`config.mk`:
```
export PLATFORM = sky130hd
export DESIGN_NAME = pc_branch_ctrl
export DESIGN_NICKNAME = d
export VERILOG_FILES = /design/src/rtl/pc_pkg.sv /design/src/rtl/ret_stack.sv /design/src/rtl/pc_branch_ctrl.sv
export SDC_FILE = /design/constraint.sdc
export NUM_CORES = 1
export LEC_CHECK = 0
export ABC_AREA = 1
export BUFFER_PORTS_ARGS = -buffer_cell sky130_fd_sc_hd__clkbuf_2
export CAP_MARGIN = 25
export CORE_AREA = 2 2 96 122
export CTS_BUF_LIST = sky130_fd_sc_hd__clkbuf_16
export DETAILED_ROUTE_END_ITERATION = 16
export DIE_AREA = 0 0 98 124
export SLEW_MARGIN = 40
export SYNTH_ARGS = -nofsm -noshare
export SYNTH_HDL_FRONTEND = slang
export SYNTH_HIERARCHICAL = 1
export SYNTH_SLANG_ARGS = --single-unit
```
`constraint.sdc`:
```
create_clock -name clk -period 2.3 [get_ports clk]
set_input_delay 0 -clock clk [delete_from_list [all_inputs] [get_ports clk]]
set_output_delay 0 -clock clk [all_outputs]
set_load 0.005 [all_outputs]
```
`src/rtl/pc_pkg.sv`:
```
// Shared types and constants for the program-counter sequencer.
package pc_pkg;

  localparam int unsigned D         = 10;
  localparam int unsigned START_IDX = 10;
  localparam int unsigned LUT_DEPTH = 16;
  localparam int unsigned IDX_W     = $clog2(LUT_DEPTH);
  localparam int unsigned RAS_DEPTH = 4;

  typedef enum logic [1:0] {
    ST_IDLE   = 2'd0,
    ST_RUN    = 2'd1,
    ST_HALTED = 2'd2
  } state_e;

endpackage

```
`src/rtl/ret_stack.sv`:
```
// LIFO return-address stack; top-of-stack read is combinational.
module ret_stack #(
  parameter int unsigned DEPTH = 4,
  parameter int unsigned W     = 10
) (
  input  logic         clk,
  input  logic         rst_n,
  input  logic         clear,
  input  logic         push,
  input  logic         pop,
  input  logic [W-1:0] push_data,
  output logic [W-1:0] top_data,
  output logic         full,
  output logic         empty
);

  localparam int unsigned AW = $clog2(DEPTH);
  localparam int unsigned PW = AW + 1;

  logic [PW-1:0] sp_q, sp_d;
  logic [W-1:0]  mem_q [DEPTH];
  logic [W-1:0]  mem_d [DEPTH];
  logic [AW-1:0] wr_idx;
  logic [AW-1:0] top_idx;

  assign full    = (sp_q == PW'(DEPTH));
  assign empty   = (sp_q == '0);
  assign wr_idx  = sp_q[AW-1:0];
  assign top_idx = AW'(sp_q - PW'(1));
  assign top_data = mem_q[top_idx];

  // Pointer and storage update; clear beats push beats pop, guarded by full/empty.
  always_comb begin
    sp_d = sp_q;
    for (int i = 0; i < int'(DEPTH); i++) mem_d[i] = mem_q[i];
    if (clear) begin
      sp_d = '0;
      for (int i = 0; i < int'(DEPTH); i++) mem_d[i] = '0;
    end else if (push && !full) begin
      mem_d[wr_idx] = push_data;
      sp_d          = sp_q + PW'(1);
    end else if (pop && !empty) begin
      sp_d = sp_q - PW'(1);
    end
  end

  // Stack state register.
  always_ff @(posedge clk or negedge rst_n) begin
    if (!rst_n) begin
      sp_q <= '0;
      for (int i = 0; i < int'(DEPTH); i++) mem_q[i] <= '0;
    end else begin
      sp_q <= sp_d;
      for (int i = 0; i < int'(DEPTH); i++) mem_q[i] <= mem_d[i];
    end
  end

endmodule

```
`src/rtl/pc_branch_ctrl.sv`:
```
// PC sequencer: sequential fetch, LUT branches, call/return, stall and halt.
module pc_branch_ctrl #(
  parameter int unsigned D         = pc_pkg::D,
  parameter int unsigned START_IDX = pc_pkg::START_IDX,
  parameter int unsigned RAS_DEPTH = pc_pkg::RAS_DEPTH
) (
  input  logic                     clk,
  input  logic                     rst_n,
  input  logic                     start,
  input  logic                     stall,
  input  logic                     branch_en,
  input  logic                     taken,
  input  logic                     is_call,
  input  logic                     is_ret,
  input  logic [pc_pkg::IDX_W-1:0] branch_idx,
  input  logic                     halt_req,
  output logic [pc_pkg::IDX_W-1:0] lut_addr,
  input  logic [D-1:0]             lut_target,
  output logic [D-1:0]             pc,
  output logic                     running,
  output logic                     done,
  output logic                     err_ovf,
  output logic                     err_unf
);

  import pc_pkg::*;

  state_e       state_q, state_d;
  logic [D-1:0] pc_q, pc_d;
  logic         running_q, running_d;
  logic         done_q, done_d;
  logic         err_ovf_q, err_ovf_d;
  logic         err_unf_q, err_unf_d;

  logic         rs_clear, rs_push, rs_pop;
  logic         rs_full, rs_empty;
  logic [D-1:0] rs_top;
  logic [D-1:0] pc_inc;

  assign pc_inc = pc_q + D'(1);

  ret_stack #(
    .DEPTH (RAS_DEPTH),
    .W     (D)
  ) u_ret_stack (
    .clk       (clk),
    .rst_n     (rst_n),
    .clear     (rs_clear),
    .push      (rs_push),
    .pop       (rs_pop),
    .push_data (pc_inc),
    .top_data  (rs_top),
    .full      (rs_full),
    .empty     (rs_empty)
  );

  // LUT index: entry point while idle, decoded branch index otherwise.
  assign lut_addr = (state_q == ST_IDLE) ? IDX_W'(START_IDX) : branch_idx;

  // Next-state, next-pc mux and stack control.
  always_comb begin
    state_d   = state_q;
    pc_d      = pc_q;
    err_ovf_d = err_ovf_q;
    err_unf_d = err_unf_q;
    rs_clear  = 1'b0;
    rs_push   = 1'b0;
    rs_pop    = 1'b0;
    unique case (state_q)
      ST_IDLE: begin
        if (start) begin
          pc_d    = lut_target;
          state_d = ST_RUN;
        end
      end
      ST_RUN: begin
        if (!stall) begin
          if (halt_req) begin
            state_d = ST_HALTED;
          end else if (branch_en && is_call) begin
            pc_d = lut_target;
            if (rs_full) err_ovf_d = 1'b1;
            else         rs_push   = 1'b1;
          end else if (branch_en && is_ret) begin
            if (rs_empty) begin
              pc_d      = pc_inc;
              err_unf_d = 1'b1;
            end else begin
              pc_d   = rs_top;
              rs_pop = 1'b1;
            end
          end else if (branch_en && taken) begin
            pc_d = lut_target;
          end else begin
            pc_d = pc_inc;
          end
        end
      end
      ST_HALTED: begin
        if (start) begin
          state_d   = ST_IDLE;
          rs_clear  = 1'b1;
          err_ovf_d = 1'b0;
          err_unf_d = 1'b0;
        end
      end
      default: state_d = ST_IDLE;
    endcase
    running_d = (state_d == ST_RUN);
    done_d    = (state_d == ST_HALTED);
  end

  // State and registered outputs.
  always_ff @(posedge clk or negedge rst_n) begin
    if (!rst_n) begin
      state_q   <= ST_IDLE;
      pc_q      <= '0;
      running_q <= 1'b0;
      done_q    <= 1'b0;
      err_ovf_q <= 1'b0;
      err_unf_q <= 1'b0;
    end else begin
      state_q   <= state_d;
      pc_q      <= pc_d;
      running_q <= running_d;
      done_q    <= done_d;
      err_ovf_q <= err_ovf_d;
      err_unf_q <= err_unf_d;
    end
  end

  assign pc      = pc_q;
  assign running = running_q;
  assign done    = done_q;
  assign err_ovf = err_ovf_q;
  assign err_unf = err_unf_q;

endmodule

```
==> results.yml <==
routing:
  wire_per_inst_um: 14.40
  totalWireLength_um: 10180
  via_per_inst: 4.901
  drt.antenna.violating_nets: 0
  dr.pass1.iters: 4
  drtIter0Drc: 324
  drc_errors: 0
  vias: 3465
clock_network:
  cts_buffers: 9
  cts_buffer_depth: 2
  cts_tree: "done"
  root_buffer: "clkbuf_16"
  htreeDepth: 3
  clkLatencyLatePin_ps: 330
  cts_sinks: 59
  clk_pin_slew_worst_paths_ps: 50
global_route:
  grt_start_max_net_pins: 60
  antenna_found_initial: 0
  grt_pass1_wl_um: 17080
  track_usage_pct: 17.63
  overflow: 0
  grt_pass1_vias: 3409
setup_path:
  path_max_fanout: 13
  critPathKind: "reg -> reg"
  critPathCaptureType: "flip-flop"
  worstPathRequired_ps: 2520
  timing.rr.end: "pc[1]$_DFFE_PN0P_"
  worstRegToRegCells: 11
  start_kind: "flip-flop"
  arrival_ps: 2330
  r2r_slack_ps: 190
  endpoint: "pc[1]$_DFFE_PN0P_"
  rr_startpoint: "u_ret_stack/sp_q[1]$_DFFE_PN0P_"
  crit_path_start: "u_ret_stack/sp_q[1]$_DFFE_PN0P_"
logic_synthesis:
  avgSynthCellArea_sq_um: 7.139
  yosys_warnings: 6
  syn-num-nets: 543
  synth.distinct_cells: 32
  ys_seq_elements: 59
  syn_inst: 513
  synth_seq_area_share_pct: 40.31
  synth_area_sq_um: 3662
sta:
  setup_viol: 0
  whs_ps: 10.12
  worst_slew_pin_slew_ps: 556.7
  slew_violations: 0
  setup_tns_ps: 0
  fmax_ghz: 0.4729
  setup_slack_ps: 185.5
  slew_headroom_pct: 62.89
  rsz0062_at_grt: "false"
  fin_crit_ps: 2115
  hold_violations: 0
  fin_crit_sh_pct: 91.94
  fin_skew_ps: 6.495
finish:
  final_common_cell: "nand2_1"
  final_util_pct: 40.90
  drive_above_1_share_pct: 18.88
  num-fill-cells: 1123
  area_growth_pct: 21.97
  final_nets: 597
  num_antenna_cells: 0
  final_cell_mix: "nand2_1 (174), dfrtp_1 (59), nor2_1 (49)"
  postLayoutCellArea_sq_um: 4467
floorplan:
  core_area_sq_um: 10920
  num_rows: 43
  initial_utilization_pct: 33.53
  die_width_um: 98
  pin_count: 41
  dieArea_sq_um: 12150
  die_h_um: 124
power_and_ir_drop:
  switching_power_mw: 2.449
  power_frac_seq_pct: 29.8
  intPower_mw: 3.268
  clkPwrFrac_pct: 24.6
  p_sw_share_pct: 42.84
  powerDensity_nw_per_um2: 1280
  power_frac_comb_pct: 45.6
  leakagePower_nw: 2.400
  vdd_drop_max_mv: 0.8919
run_status:
  status: "complete, no violations"
placement:
  postPlaceCellArea_sq_um: 3976
  portBuffers: 40
  dp_slack_ps: -33.72
  dp_hpwl_um: 6899
  place.gp.congestion: 0.8951
run:
  maxCapViolations: 0
worst_hold_path:
  min_path_type: "in -> reg"
sequential cells by signal (all words and copies together), names as in the netlist:
register,count
u_ret_stack/sp_q,3
u_ret_stack/mem_q,40
running,1
pc,10
state_q,2
err_ovf,1
done,1
err_unf,1
critical path, stage by stage, from the launching register on:
cell and delay [ps]:
dfrtp_1 370, inv_1 120, ha_2 220, nand2_1 90
inv_2 260, inv_1 150, nor2_1 390, o21bai_1 130
o21ai_0 80, nand2_1 80, nand2_1 70, nand2_1 40
worst min-delay path by stage:
stage	start	to	slack, ps	cells after the start
after floorplan	rst_n	done$_DFF_PN0_	-300	0
after global placement	rst_n	done$_DFF_PN0_	210	2
after detailed placement	rst_n	done$_DFF_PN0_	220	2
after CTS	lut_target[7]	pc[7]$_DFFE_PN0P_	10	5
after global routing	lut_target[7]	pc[7]$_DFFE_PN0P_	30	5
final	lut_target[7]	pc[7]$_DFFE_PN0P_	10	5
kinds of logic after synthesis:
group | synth area share [%]
adders and majority gates | 2.391
xor gates and xnor gates | 0.4784
DFF | 40.31
AOI/OAI and AO/OA | 10.66
and+or+nand+nor | 37.79
buffers and inverters | 8.371
cell type report:
| type | instances | area (sq um) | share of cell area, % |
|---|---|---|---|
| Multi-Input combinational cell | 384 | 1903 | 42.61 |
| Sequential cell | 59 | 1476 | 33.05 |
| Timing Repair Buffer | 61 | 406.6 | 9.104 |
| Clock buffer | 9 | 225.2 | 5.042 |
| Inverter | 51 | 195.2 | 4.370 |
| Tap cell | 135 | 168.9 | 3.782 |
| Clock inverter | 7 | 83.83 | 1.877 |
| Timing Repair inverter | 1 | 7.507 | 0.1681 |
per-layer routing:
layer / vias up / GRT usage (%) / wire length [um]
li1: 1750 / - / -
met1: 1611 / 20.96 / 4254
met2: 83 / 32.23 / 5323
met3: 21 / 2.469 / 394
met4: 0 / 6.858 / 210
met5: - / 0 / 0
metrics by stage:
step	total power [mW]	instances
after floorplan	3.474	513
after global placement	4.209	677
after detailed placement	4.253	677
after CTS	5.697	703
after global routing	6.185	707
final	5.717	707
synth_stat cells (all sizes together):
library cell / instances / area share (%)
nor3: 2 / 0.27
ha: 7 / 2.4
o211ai: 3 / 0.61
or2: 2 / 0.34
dfrtp: 59 / 40
o21bai: 3 / 0.61
xnor2: 2 / 0.48
nand3b: 2 / 0.41
o221ai: 1 / 0.24
o2111ai: 1 / 0.24
nor2: 63 / 9.0
clkbuf: 8 / 0.82
o22ai: 10 / 1.7
o21ai: 41 / 5.8
nand2: 184 / 20
nand4: 8 / 1.4
inv: 51 / 5.2
a21oi: 9 / 1.4
buf: 11 / 2.3
nand3: 46 / 6.6
power groups by stage:
stage	combinational, mW	sequential [mW]	clock (mW)
2_1_floorplan	1.81	1.66	0
5_1_grt	2.96	1.75	1.47
3_5_place_dp	2.54	1.71	0
3_3_place_gp	2.51	1.70	0
4_1_cts	2.57	1.70	1.42
6_report	2.61	1.70	1.41
what timing repair did:
action | CTS | global route
gates cloned | 1 | 0
buffers inserted | 1 | 4
hold buffers | 8 | 0
hold endpoints to repair | 67 | 0
setup endpoints to repair | 5 | 43
gates resized for setup | 3 | 5
pin swaps | 0 | 3
No activity file was read; power rests on OpenSTA's default activity.
